`config.mk`:
```
export PLATFORM = sky130hd
export DESIGN_NAME = key_matrix_scan
export DESIGN_NICKNAME = d
export VERILOG_FILES = /design/src/rtl/key_matrix_scan.sv
export SDC_FILE = /design/constraint.sdc
export NUM_CORES = 1
export LEC_CHECK = 0
export ABC_AREA = 1
export BUFFER_PORTS_ARGS = -buffer_cell sky130_fd_sc_hd__buf_2
export CORE_MARGIN = 4
export CORE_UTILIZATION = 43
export DETAILED_ROUTE_END_ITERATION = 10
export PLACE_DENSITY_LB_ADDON = 0.25
export SLEW_MARGIN = 20
export SYNTH_ARGS = -nofsm -noshare
export SYNTH_HDL_FRONTEND = slang
export SYNTH_SLANG_ARGS = --single-unit
```
`constraint.sdc`:
```
create_clock -name clk -period 2.13 [get_ports clk]
set_clock_uncertainty 0.05 [all_clocks]
set_input_delay 0.639 -clock clk [delete_from_list [all_inputs] [get_ports clk]]
set_output_delay 0.639 -clock clk [all_outputs]
set_load 0.01 [all_outputs]
```
`src/rtl/key_matrix_scan.sv`:
```
// 4x4 active-low keypad scanner: one column driven low per scan tick, rows synchronized,
// press/release debounced, one key code per press held in a valid/ack register.
module key_matrix_scan #(
   parameter int unsigned SCAN_DIV     = 5000,
   parameter int unsigned DEBOUNCE_CNT = 20
) (
   input  logic       clk,
   input  logic       rst,
   input  logic [3:0] row_in,
   output logic [3:0] col_out,
   output logic [3:0] key_code,
   output logic       key_valid,
   input  logic       key_ack,
   output logic       key_down,
   output logic       overrun
);

   localparam int unsigned   TW        = $clog2(SCAN_DIV);
   localparam logic [TW-1:0] TICK_LAST = TW'(SCAN_DIV - 1);
   localparam logic [7:0]    DB_LAST   = 8'(DEBOUNCE_CNT);

   typedef enum logic [1:0] {StScan, StDebounce, StHeld} state_e;

   state_e        state_q, state_d;
   logic [3:0]    sync1_q, rs_q;
   logic [TW-1:0] tick_cnt_q;
   logic [1:0]    col_q, col_d;
   logic [7:0]    stable_q, stable_d;
   logic [3:0]    cand_q, cand_d;
   logic [3:0]    key_code_q, key_code_d;
   logic          key_valid_q, key_valid_d;
   logic          overrun_q, overrun_d;
   logic          tick, commit, ack_take;
   logic          row_single;
   logic [1:0]    row_idx;

   assign tick     = (tick_cnt_q == TICK_LAST);
   assign ack_take = key_ack & key_valid_q;

   // Exactly one low row names a key; idle and multi-row (ghost) patterns are both "no key".
   always_comb begin
      row_single = 1'b0;
      row_idx    = 2'd0;
      case (rs_q)
         4'b1110: begin row_single = 1'b1; row_idx = 2'd0; end
         4'b1101: begin row_single = 1'b1; row_idx = 2'd1; end
         4'b1011: begin row_single = 1'b1; row_idx = 2'd2; end
         4'b0111: begin row_single = 1'b1; row_idx = 2'd3; end
         default: ;
      endcase
   end

   always_comb begin
      state_d  = state_q;
      col_d    = col_q;
      stable_d = stable_q;
      cand_d   = cand_q;
      commit   = 1'b0;
      if (tick) begin
         case (state_q)
            StScan: begin
               if (row_single) begin
                  cand_d = {row_idx, col_q};
                  if (DEBOUNCE_CNT == 1) begin
                     commit   = 1'b1;
                     stable_d = 8'd0;
                     state_d  = StHeld;
                  end else begin
                     stable_d = 8'd1;
                     state_d  = StDebounce;
                  end
               end else begin
                  col_d = col_q + 2'd1;
               end
            end
            StDebounce: begin
               if (row_single && (row_idx == cand_q[3:2])) begin
                  if (stable_q + 8'd1 == DB_LAST) begin
                     commit   = 1'b1;
                     stable_d = 8'd0;
                     state_d  = StHeld;
                  end else begin
                     stable_d = stable_q + 8'd1;
                  end
               end else begin
                  stable_d = 8'd0;
                  col_d    = col_q + 2'd1;
                  state_d  = StScan;
               end
            end
            StHeld: begin
               if (rs_q == 4'hF) begin
                  if (stable_q + 8'd1 == DB_LAST) begin
                     stable_d = 8'd0;
                     col_d    = col_q + 2'd1;
                     state_d  = StScan;
                  end else begin
                     stable_d = stable_q + 8'd1;
                  end
               end else begin
                  stable_d = 8'd0;
               end
            end
            default: state_d = StScan;
         endcase
      end
   end

   // A commit beats a same-cycle ack: the register reloads instead of clearing.
   always_comb begin
      key_code_d  = key_code_q;
      key_valid_d = key_valid_q;
      overrun_d   = overrun_q;
      if (commit && (!key_valid_q || key_ack)) begin
         key_code_d  = cand_d;
         key_valid_d = 1'b1;
      end else if (ack_take) begin
         key_valid_d = 1'b0;
      end
      if (commit && key_valid_q && !key_ack) begin
         overrun_d = 1'b1;
      end else if (ack_take) begin
         overrun_d = 1'b0;
      end
   end

   always_ff @(posedge clk or negedge rst) begin
      if (!rst) begin
         state_q     <= StScan;
         sync1_q     <= 4'hF;
         rs_q        <= 4'hF;
         tick_cnt_q  <= '0;
         col_q       <= 2'd0;
         stable_q    <= 8'd0;
         cand_q      <= 4'd0;
         key_code_q  <= 4'd0;
         key_valid_q <= 1'b0;
         overrun_q   <= 1'b0;
      end else begin
         state_q     <= state_d;
         sync1_q     <= row_in;
         rs_q        <= sync1_q;
         tick_cnt_q  <= tick ? '0 : tick_cnt_q + 1'b1;
         col_q       <= col_d;
         stable_q    <= stable_d;
         cand_q      <= cand_d;
         key_code_q  <= key_code_d;
         key_valid_q <= key_valid_d;
         overrun_q   <= overrun_d;
      end
   end

   assign col_out   = ~(4'b0001 << col_q);
   assign key_code  = key_code_q;
   assign key_valid = key_valid_q;
   assign overrun   = overrun_q;
   assign key_down  = (state_q == StHeld);

endmodule
```
==> impl_metrics.ini <==
[outcome]
run_status = finished, final reports clean

[final_layout]
layout_common_cells = 64 x nand2_1, 44 x inv_1, 35 x dfrtp_1
flow.area_growth_from_synthesis_pct = 12.65
number_of_inserted_diodes = 0
finalNetCount = 329
post_route_cells_drive_above_1_share_pct = 20.19
n_fill_cell = 510
final_common_cell = nand2_1
post-route-util_pct = 50.41

[worst_setup_path]
worst_setup_path_end_kind = output port
cp-startpoint = state_q[0]
r2r_path_start = tick_cnt_q[0]
cp_data_arrival_time_ns = 1.19
ff2ff_setup_slack_ns = 0.28
critical-path-slowest-cell = dfrtp_1
required_ns = 1.44
worst_path_top_cell_family_by_delay = flip-flops
path_class = flip-flop to output port
cp_num_cells = 3
critical_path.reg2reg.endpoint = stable_q[4]
timing.reg2reg.worst_path_depth = 11
critical_path_cell_list = inv_1, ha_1, buf_2
critPathMaxStageDelay_ns = 0.43
critPathLaunchType = flip-flop
critPathCapture = key_down
critical_path_peak_fanout = 4
critical_path.n_buffers_inverters = 2

[sta]
finalMaxSlewViolations = 0
rsz0062_at_grt = no
clock.fmax_ghz = 0.5328
finalCriticalPeriod_ns = 1.877
normalized_max_slew_margin_pct = 64.11
tightestPinTransition_ns = 0.5383
finalSetupTns_ns = 0
final_hold_viol_count = 0
finalHoldWorstSlack_ns = 0.3069
report.final.setup_viol = 0
crit_share_post_route_pct = 88.12

[global_routing]
groute.usage.overall_pct = 15.05
grt_pass1_wl_microns = 7645
overflow_left_after_global_routing = 0
grt_max_degree = 44
antenna_found_initial = 0
grt_pass1_vias = 1710

[synth]
synthesis.area_sq_um = 2315
dominant_combinational_cell_family_by_area_after_synthesis = simple AND/OR/NAND/NOR gates
post_synth_inst_count = 286
async_reset_ff_share_pct = 100.0
yosysTopAreaCellShare_pct = 37.84
synth_largest_area_cell = dfrtp_1
yosys-top-cells-area = dfrtp_1 38%, nand2_1 11%, dfstp_2 9.1%, inv_1 7.1%, ha_1 5.4%
post_synth_xor_area_fraction_pct = 1.135
yosys.area_share.simple_pct = 30.54
ys_dominant_reg_cell = dfrtp_1
synth_fp_nets = 303
synth_compound_area_share_pct = 7.135
synth.yosys.seq_area_share_pct = 46.92
postSynthRegisterBits = 43
yosys_warnings = 0
netlist-cell-type-count = 29
synth_edf_count = 0
avgSynthCellArea_sq_um = 8.093
synth.area.mux_share_pct = 0
synth_adder_area_share_pct = 5.405

[hold_path]
min_delay_path_depth = 0
worst_hold_path_type = flip-flop to flip-flop

[power_and_ir_drop]
power.share.sequential_pct = 55.9
static-leakage-power_uw = 0.001325
sw_frac_of_total_pct = 20.50
power.switching_uw = 306.7
total_power_uw = 1496
comb_power_share_pct = 3.4
power.clock.fraction_pct = 40.7
cellPowerDensity_nw_per_um2 = 573.9
internal_power_uw = 1190
ir_drop_mv = 0.3196

[floorplanning]
die_x_microns = 81.37
floorplan.rows = 26
dieArea_sq_um = 6621
ioPinCount = 18
starting_utilization_of_the_core_area_pct = 44.75
core_region_area_sq_um = 5172
die_h_microns = 81.37

[clock_tree]
clk_latency_ns = 0.30
cts.root.buffer_cell = clkbuf_8
cts_tree = built
clock-sinks = 43
cts.reportedPaths.clkPinSlew_ns = 0.08
clock_buffers_created_by_tritoncts = 5
cts_max_path_buffers = 2
h_tree_depth = 2

[detailed_routing]
post_drt_wl_per_cell_microns = 11.29
drtPass1Iterations = 4
aggregate_routed_wire_length_microns = 4311
post_route_ant_nets = 0
vias_per_cell = 4.796
route.vias.total = 1832
drt-initial-drc-count = 49
post-route-drc-count = 0

[placement]
portBuffers = 17
gp_congestion = 0.8367
hpwl_microns = 3167

[flow_run]
max_cap_viols = 0
-- per-layer routing --
metal  share of wire (%)  wire length, microns  GRT usage (%)
met5                   0                     0              0
met4                 2.5                   106          6.250
met3                 5.0                   214          4.324
met2                  45                  1939          23.29
met1                  48                  2051          19.65
-- synth_stat cells (6+ instances only) --
library cell and count:
nand2_1 65, inv_1 44, dfrtp_1 35, nor2_1 24
nand3_1 22, o21ai_0 11, ha_1 10, nand4_1 9
dfstp_2 8, a21oi_1 7, nand2_2 7, o21ai_1 7
inv_2 6
-- logic make-up after synthesis --
| kind of cell | after synthesis |
|---|---|
| flip-flops | 43 |
| adder cells (fa/ha/maj) | 10 |
| AO/OA/AOI/OAI | 30 |
| XOR/XNOR | 3 |
| buffers and inverters | 53 |
| AND/OR/NAND/NOR | 147 |
-- cell type report --
type                    instances  area [sq um]  area share, %
inverters                      52         197.7          7.582
repair buffers                 20         107.6          4.127
multi-input cells             190          1026          39.35
flip-flops and latches         43          1086          41.65
clock inverters                 1         30.03          1.152
clock buffers                   6         72.57          2.783
well taps                      70         87.58          3.359
-- stage by stage --
stage | cell area, sq um | cells | setup WS, ns
floorplan | 2315 | 286 | 0.5263
CTS | 2605 | 382 | 0.2204
detailed placement | 2502 | 375 | 0.2571
global route | 2608 | 382 | 0.05421
finish | 2608 | 382 | 0.2531
global placement | 2502 | 375 | 0.3285
-- power groups by stage --
stage                     clock (uW)  sequential, uW  combinational (uW)
after global routing             671             837                61.0
final                            609             836                51.4
after detailed placement           0             852                53.3
after CTS                        631             836                53.5
after global placement             0             851                52.1
after floorplan                    0             852                23.3
-- registers in the layout, indices dropped and copies added (netlist names) --
register / count
overrun: 1
rs_q: 4
sync1_q: 4
key_code: 4
col_q: 2
state_q: 2
tick_cnt_q: 13
key_valid: 1
stable_q: 8
cand_q: 4
-- worst min path at each step --
stage / from / to / slack, ns
after global routing: sync1_q[2] / rs_q[2] / 0.31
after detailed placement: sync1_q[2] / rs_q[2] / 0.30
after global placement: sync1_q[1] / rs_q[1] / 0.30
after floorplan: rst / cand_q[0] / 0.29
after CTS: sync1_q[2] / rs_q[2] / 0.31
final: sync1_q[1] / rs_q[1] / 0.31
-- worst reg2reg max path, stage by stage (launching register included) --
cell     delay [ns]
dfrtp_1        0.38
ha_1           0.18
nand2_1        0.07
inv_2          0.07
nand2_1        0.06
nor2_1         0.12
nand2_2        0.14
nor2_1         0.15
nand2_2        0.12
nor2_4         0.21
nand3_1        0.10
o21ai_1        0.13
-- what timing repair did --
action | CTS | global route
hold buffers | 0 | 0
buffers inserted | 0 | 0
endpoints found under the setup margin | 0 | 4
gates resized for setup | 0 | 1
Note: power is estimated with default switching activity, not from simulation.
